[config.mk]
export PLATFORM = sky130hd
export DESIGN_NAME = controlador_contador_gray_flat
export DESIGN_NICKNAME = d
export VERILOG_FILES = /design/src/rtl/controlador_contador_gray_pkg.sv /design/src/rtl/controlador_contador_gray_if.sv /design/src/rtl/conv_gray_bin.sv /design/src/rtl/controlador_contador_gray.sv /design/src/flat_wrapper.sv
export SDC_FILE = /design/constraint.sdc
export NUM_CORES = 1
export LEC_CHECK = 0
export ABC_CLOCK_PERIOD_IN_PS = 6050
export CAP_MARGIN = 20
export CORE_MARGIN = 2
export CORE_UTILIZATION = 50
export DETAILED_ROUTE_END_ITERATION = 12
export HOLD_SLACK_MARGIN = 0.1
export PLACE_DENSITY = 0.84
export SLEW_MARGIN = 20
export SYNTH_ARGS = -nofsm -noshare
export SYNTH_HDL_FRONTEND = slang
export SYNTH_SLANG_ARGS = --single-unit
[constraint.sdc]
create_clock -name clk -period 6.05 [get_ports clk]
set_input_delay 1.21 -clock clk [delete_from_list [all_inputs] [get_ports clk]]
set_output_delay 1.21 -clock clk [all_outputs]
set_load 0.01 [all_outputs]
[src/rtl/controlador_contador_gray_pkg.sv]
// Shared definitions for the Gray-counter sequencer: state encoding and
// Gray/binary conversion helpers. The helpers work on a wide vector so any
// counter width up to MAXW can use them after zero-extension.
package controlador_contador_gray_pkg;

  localparam int MAXW = 32;

  typedef enum logic [1:0] {
    IDLE  = 2'd0,
    RUN   = 2'd1,
    FIN   = 2'd2,
    ERROR = 2'd3
  } estado_t;

  // Gray -> binary: b[msb] = g[msb], b[i] = b[i+1] ^ g[i].
  // Zero upper bits in g leave the lower result unaffected.
  function automatic logic [MAXW-1:0] gray2bin(input logic [MAXW-1:0] g);
    logic [MAXW-1:0] b;
    b[MAXW-1] = g[MAXW-1];
    for (int i = MAXW - 2; i >= 0; i--) begin
      b[i] = b[i+1] ^ g[i];
    end
    return b;
  endfunction

  // Binary -> Gray: g = b ^ (b >> 1).
  function automatic logic [MAXW-1:0] bin2gray(input logic [MAXW-1:0] b);
    return b ^ (b >> 1);
  endfunction

endpackage

[src/rtl/controlador_contador_gray_if.sv]
// Control/monitor bundle between the stimulus side (master) and the
// sequencer (slave). salida_gray is driven by the counter, which lives on
// the master side of this bundle.
//
// Handshake: start is a level request sampled on posedge clk. It is accepted
// only when the sequencer is idle (ocupado=0, error=0); acceptance is visible
// as ocupado rising on the next cycle. A request seen while busy or in error
// is dropped, never queued. listo pulses for one cycle at the end of each
// accepted run.
interface controlador_contador_gray_if
  import controlador_contador_gray_pkg::*;
#(
  parameter int WIDTH = 4
) ();

  logic             start;
  logic             pausa;
  logic [WIDTH-1:0] longitud;
  logic             clr_error;
  logic [WIDTH-1:0] salida_gray;

  logic             enable;
  logic             ocupado;
  logic             listo;
  logic             error;
  logic [WIDTH-1:0] cuenta_bin;
  estado_t          estado_dbg;

  modport master (
    output start, pausa, longitud, clr_error, salida_gray,
    input  enable, ocupado, listo, error, cuenta_bin, estado_dbg
  );

  modport slave (
    input  start, pausa, longitud, clr_error, salida_gray,
    output enable, ocupado, listo, error, cuenta_bin, estado_dbg
  );

endinterface

[src/rtl/conv_gray_bin.sv]
// Combinational Gray -> binary converter of WIDTH bits.
module conv_gray_bin
  import controlador_contador_gray_pkg::*;
#(
  parameter int WIDTH = 4
) (
  input  logic [WIDTH-1:0] gray_i,
  output logic [WIDTH-1:0] bin_o
);

  assign bin_o = WIDTH'(gray2bin(MAXW'(gray_i)));

endmodule

[src/rtl/controlador_contador_gray.sv]
// Sequencer and monitor for a WIDTH-bit Gray counter.
// A run request loads a length (0 = one full wrap of 2^WIDTH codes) and the
// block then raises the counter enable for exactly that many cycles, holding
// it low while pausa is set. Every cycle outside ERROR the counter output is
// compared against what the previous value and previous enable imply; any
// disagreement forces the ERROR state until clr_error.
module controlador_contador_gray
  import controlador_contador_gray_pkg::*;
#(
  parameter int WIDTH = 4
) (
  input  logic                         clk,
  input  logic                         reset,
  controlador_contador_gray_if.slave   bus
);

  estado_t          estado_q, estado_d;
  logic [WIDTH:0]   restante_q, restante_d;
  logic [WIDTH-1:0] gray_prev_q, gray_prev_d;
  logic             en_prev_q, en_prev_d;
  logic             ocupado_q, ocupado_d;
  logic             listo_q, listo_d;
  logic             error_q, error_d;

  logic [WIDTH-1:0] cuenta_bin;
  logic [WIDTH-1:0] bin_prev;
  logic [WIDTH-1:0] bin_prev_inc;
  logic [WIDTH-1:0] gray_exp;
  logic             enable_c;
  logic             fallo;
  logic [WIDTH:0]   carga;

  // Binary view of the live counter value, exported as cuenta_bin.
  conv_gray_bin #(.WIDTH(WIDTH)) u_conv_salida (
    .gray_i (bus.salida_gray),
    .bin_o  (cuenta_bin)
  );

  // Binary view of last cycle's counter value, basis of the expected successor.
  conv_gray_bin #(.WIDTH(WIDTH)) u_conv_prev (
    .gray_i (gray_prev_q),
    .bin_o  (bin_prev)
  );

  // Enable follows the state directly so a pause takes effect in the same cycle.
  assign enable_c = (estado_q == RUN) & ~bus.pausa;

  // Expected counter value and mismatch detection.
  always_comb begin
    bin_prev_inc = bin_prev + WIDTH'(1);
    gray_exp     = WIDTH'(bin2gray(MAXW'(bin_prev_inc)));
    fallo        = 1'b0;
    if (en_prev_q) begin
      fallo = (bus.salida_gray != gray_exp);
    end else begin
      fallo = (bus.salida_gray != gray_prev_q);
    end
  end

  // Run length to load: zero requests a full wrap of 2^WIDTH counts.
  always_comb begin
    carga = {1'b0, bus.longitud};
    if (bus.longitud == '0) begin
      carga = {1'b1, {WIDTH{1'b0}}};
    end
  end

  // Next-state and next-output logic; a checker mismatch overrides every
  // other transition, including start acceptance and FIN -> IDLE.
  always_comb begin
    estado_d    = estado_q;
    restante_d  = restante_q;
    gray_prev_d = bus.salida_gray;
    en_prev_d   = enable_c;

    case (estado_q)
      IDLE: begin
        if (bus.start) begin
          estado_d   = RUN;
          restante_d = carga;
        end
      end
      RUN: begin
        if (enable_c) begin
          restante_d = restante_q - (WIDTH+1)'(1);
          if (restante_q == (WIDTH+1)'(1)) begin
            estado_d = FIN;
          end
        end
      end
      FIN: begin
        estado_d = IDLE;
      end
      ERROR: begin
        if (bus.clr_error) begin
          estado_d = IDLE;
        end
      end
      default: begin
        estado_d = IDLE;
      end
    endcase

    if ((estado_q != ERROR) && fallo) begin
      estado_d   = ERROR;
      restante_d = '0;
    end

    ocupado_d = (estado_d == RUN) || (estado_d == FIN);
    listo_d   = (estado_d == FIN);
    error_d   = (estado_d == ERROR);
  end

  // State, run counter, checker history and registered status outputs.
  always_ff @(posedge clk or negedge reset) begin
    if (!reset) begin
      estado_q    <= IDLE;
      restante_q  <= '0;
      gray_prev_q <= '0;
      en_prev_q   <= 1'b0;
      ocupado_q   <= 1'b0;
      listo_q     <= 1'b0;
      error_q     <= 1'b0;
    end else begin
      estado_q    <= estado_d;
      restante_q  <= restante_d;
      gray_prev_q <= gray_prev_d;
      en_prev_q   <= en_prev_d;
      ocupado_q   <= ocupado_d;
      listo_q     <= listo_d;
      error_q     <= error_d;
    end
  end

  assign bus.enable     = enable_c;
  assign bus.ocupado    = ocupado_q;
  assign bus.listo      = listo_q;
  assign bus.error      = error_q;
  assign bus.cuenta_bin = cuenta_bin;
  assign bus.estado_dbg = estado_q;

endmodule
[src/flat_wrapper.sv]
// flat-port wrapper written by rule: the top's interface ports become plain ports
module controlador_contador_gray_flat import controlador_contador_gray_pkg::*;
#(
  parameter int WIDTH = 4
)
  (clk, reset, bus_start, bus_pausa, bus_longitud, bus_clr_error, bus_salida_gray, bus_enable, bus_ocupado, bus_listo, bus_error, bus_cuenta_bin, bus_estado_dbg);
  controlador_contador_gray_if #(.WIDTH(WIDTH)) bus_i ();
  input  logic clk;
  input  logic reset;
  input wire logic [$bits(bus_i.start)-1:0] bus_start;
  input wire logic [$bits(bus_i.pausa)-1:0] bus_pausa;
  input wire logic [$bits(bus_i.longitud)-1:0] bus_longitud;
  input wire logic [$bits(bus_i.clr_error)-1:0] bus_clr_error;
  input wire logic [$bits(bus_i.salida_gray)-1:0] bus_salida_gray;
  output wire logic [$bits(bus_i.enable)-1:0] bus_enable;
  output wire logic [$bits(bus_i.ocupado)-1:0] bus_ocupado;
  output wire logic [$bits(bus_i.listo)-1:0] bus_listo;
  output wire logic [$bits(bus_i.error)-1:0] bus_error;
  output wire logic [$bits(bus_i.cuenta_bin)-1:0] bus_cuenta_bin;
  output wire logic [$bits(bus_i.estado_dbg)-1:0] bus_estado_dbg;
  assign bus_i.start = bus_start;
  assign bus_i.pausa = bus_pausa;
  assign bus_i.longitud = bus_longitud;
  assign bus_i.clr_error = bus_clr_error;
  assign bus_i.salida_gray = bus_salida_gray;
  assign bus_enable = bus_i.enable;
  assign bus_ocupado = bus_i.ocupado;
  assign bus_listo = bus_i.listo;
  assign bus_error = bus_i.error;
  assign bus_cuenta_bin = bus_i.cuenta_bin;
  assign bus_estado_dbg = bus_i.estado_dbg;
  controlador_contador_gray #(.WIDTH(WIDTH)) u_core (.clk(clk), .reset(reset), .bus(bus_i));
endmodule
==> results.sh <==
export IMPL_relSlewSlack_pct=50.8
export IMPL_crit_path_end_kind="primary output"
export IMPL_rows=16
export IMPL_yosys_warnings=0
export IMPL_syn_to_final_growth_pct=24.3
export IMPL_final_cell_mix="22 x clkdlybuf4s50_1, 15 x dfrtp_1, 9 x o21ai_0"
export IMPL_cts_buffers=3
export IMPL_finalMaxSlewViolations=0
export IMPL_status="finished clean"
export IMPL_setup_viol=0
export IMPL_syn_avg_cell_area_um2=10.1
export IMPL_synth_nets=119
export IMPL_firstDrtPassIters=4
export IMPL_fmax_mhz=240
export IMPL_crit_buf_inv=2
export IMPL_grt_pass1_wl_um=3630
export IMPL_ant_nets=0
export IMPL_clk_latency_ns=0.28
export IMPL_ir_drop_mv=0.272
export IMPL_layout_nets=142
export IMPL_cp_top_family="buffers and inverters"
export IMPL_drt_initial_drc_count=22
export IMPL_synthesis_area_mm2=0.00102
export IMPL_dp_hpwl_um=1620
export IMPL_ys_seq_area_share_pct=36.9
export IMPL_start_kind="input pin"
export IMPL_slowest_delay_ns=0.55
export IMPL_overflow=0
export IMPL_fp_coreArea_mm2=0.00194
export IMPL_grt_use_total_pct=19.9
export IMPL_cts_sinks=15
export IMPL_fill_cells=160
export IMPL_gp_congestion=0.823
export IMPL_fin_setup_tns_ns=0
export IMPL_antenna_cells=0
export IMPL_finalHoldViolCount=0
export IMPL_yosys_top_cells_area="dfrtp_1 37%, ha_1 6.2%, xor2_1 5.2%, o21ai_0 4.4%, a211oi_2 3.7%"
export IMPL_dieHeight_um=49.1
export IMPL_clkTransAtPathRegs_ns=0.09
export IMPL_antenna_found_initial=0
export IMPL_worstMarginPinSlew_ns=0.738
export IMPL_cts_htree_levels=1
export IMPL_crit_path_frequent_cell="xor2_1"
export IMPL_cts_resized=0
export IMPL_power_density_mw_per_mm2=378
export IMPL_cts_tree="built"
export IMPL_multi_input_area_um2=592
export IMPL_cp_cell_sequence="clkdlybuf4s50_1, xor2_1, xor2_1, xor2_1, clkdlybuf4s50_1"
export IMPL_drc=0
export IMPL_worstPathRequired_ns=4.84
export IMPL_via_count=825
export IMPL_grt_pass1_vias=833
export IMPL_p_leak_nw=0.520
export IMPL_final_common_cell="clkdlybuf4s50_1"
export IMPL_rsz0062_at_grt="no"
export IMPL_worstPathArrival_ns=2.95
export IMPL_numPortBuffers=22
export IMPL_yosysTopAreaCellShare_pct=36.9
export IMPL_clock_path_buffers=2
export IMPL_cp_max_fo=4
export IMPL_fin_crit_ns=4.16
export IMPL_area_sequential_um2=375
export IMPL_skew_ns=0.00392
export IMPL_hp_class="register to register"
export IMPL_cts_setup_buffers=0
export IMPL_synth_cells=101
export IMPL_die_x_um=49.1
export IMPL_die_area_mm2=0.00241
export IMPL_layout_setup_ws_ns=1.89
export IMPL_fin_crit_sh_pct=68.8
export IMPL_yosys_area_top_type="dfrtp_1"
export IMPL_start_util_pct=52.3
export IMPL_hold_buffers=0
export IMPL_cp_slowest_cell="clkdlybuf4s50_1"
export IMPL_post_place_ws_ns=1.87
export IMPL_synth_seq_cells=15
export IMPL_avgViaCountPerCell=5.50
export IMPL_path_class="input pin to primary output"
export IMPL_root_buffer="clkbuf_4"
export IMPL_drv_cap=0
export IMPL_wl_per_cell_um=13.9
export IMPL_io_pins=23
export IMPL_wl_um=2080
export IMPL_drive_gt1_share_pct=10.6
export IMPL_grt_max_degree=16
export IMPL_synth_distinct_cells=40
## per-stage QoR
step | hold slack, ns | utilization [%] | power [mW] | instance area [µm²] | std cells
after floorplan | 0.505 | - | 0.336 | 1020 | 101
after global placement | 0.523 | 63.7 | 0.408 | 1240 | 146
after detailed placement | 0.530 | 63.7 | 0.419 | 1240 | 146
after CTS | 0.550 | 65.0 | 0.478 | 1260 | 150
after global routing | 0.562 | 65.0 | 0.520 | 1260 | 150
final | 0.551 | 65.0 | 0.477 | 1260 | 150
## sequential cells by signal, indices dropped and copies added, names as in the netlist
signal and count:
u_core.gray_prev_q 4, u_core.bus.ocupado 1, u_core.bus.estado_dbg 2, u_core.bus.error 1
u_core.bus.listo 1, u_core.restante_q 5, u_core.en_prev_q 1
## cells in the mapped netlist (all sizes together)
cell	number
and2	1
a21o	1
nand2	5
buf	3
ha	5
dfrtp	15
xor2	6
a211oi	3
and4b	2
nor2b	1
o2bb2ai	1
inv	4
and3	1
nor3b	1
clkbuf	1
a2bb2oi	1
nor2	5
nor3	3
nand3	6
or2	1
nand2b	4
o211ai	3
xnor2	3
or4	1
a22oi	1
o21bai	1
a31oi	2
o22ai	1
o21ba	1
a21oi	5
a211o	2
mux2i	2
o21ai	9
## routing by layer
metal	global-route usage, %	share of wire (%)
met4	7.62	2.2
met3	7.36	4.2
met5	0	0
met2	31.8	49
met1	24.4	45
## report_power, final
part / switching [mW] / leakage [nW] / internal [mW]
sequential: 0.0314 / 0.186 / 0.132
combinational: 0.135 / 0.319 / 0.121
clock: 0.0320 / 0.0150 / 0.0256
## worst paths after layout
kind	from	end	slack [ns]	cells past startpoint
worst max-delay path	bus_salida_gray[3]	bus_cuenta_bin[0]	1.89	5
worst min-delay path	u_core.restante_q[4]$_DFFE_PN0P_	u_core.restante_q[4]$_DFFE_PN0P_	0.55	2
worst max register to register	u_core.gray_prev_q[3]$_DFF_PN0_	u_core.bus.ocupado$_DFF_PN0_	3.28	10
worst min register to register	u_core.restante_q[4]$_DFFE_PN0P_	u_core.restante_q[4]$_DFFE_PN0P_	0.55	2
max in group asynchronous	reset	u_core.restante_q[0]$_DFFE_PN0P_	4.27	1
min in group asynchronous	reset	u_core.restante_q[2]$_DFFE_PN0P_	1.34	1
## worst register-to-register path, stage by stage (launching register included)
cell and delay [ns]:
dfrtp_1 0.45, xor2_1 0.31, ha_1 0.33, xnor2_2 0.16, and4b_4 0.21, or2_0 0.21
o211ai_2 0.25, nand2_2 0.10, a211o_1 0.30, ha_1 0.29, inv_1 0.05
## final cells by class
| class | instances | area share [%] |
|---|---|---|
| flip-flops and latches | 15 | 29.7 |
| inverters | 4 | 1.19 |
| repair buffers | 22 | 17.4 |
| clock buffers | 4 | 2.08 |
| well taps | 27 | 2.68 |
| multi-input cells | 78 | 46.9 |
## kinds of logic after synthesis
group           share of synthesized area [%]
compound gates                           23.4
simple gates                             18.2
flops                                    36.9
xor+xnor                                 8.50
buf+inv                                  4.80
fa+ha+maj                                6.16
mux                                      1.97
No activity file was read; power rests on OpenSTA's default activity.
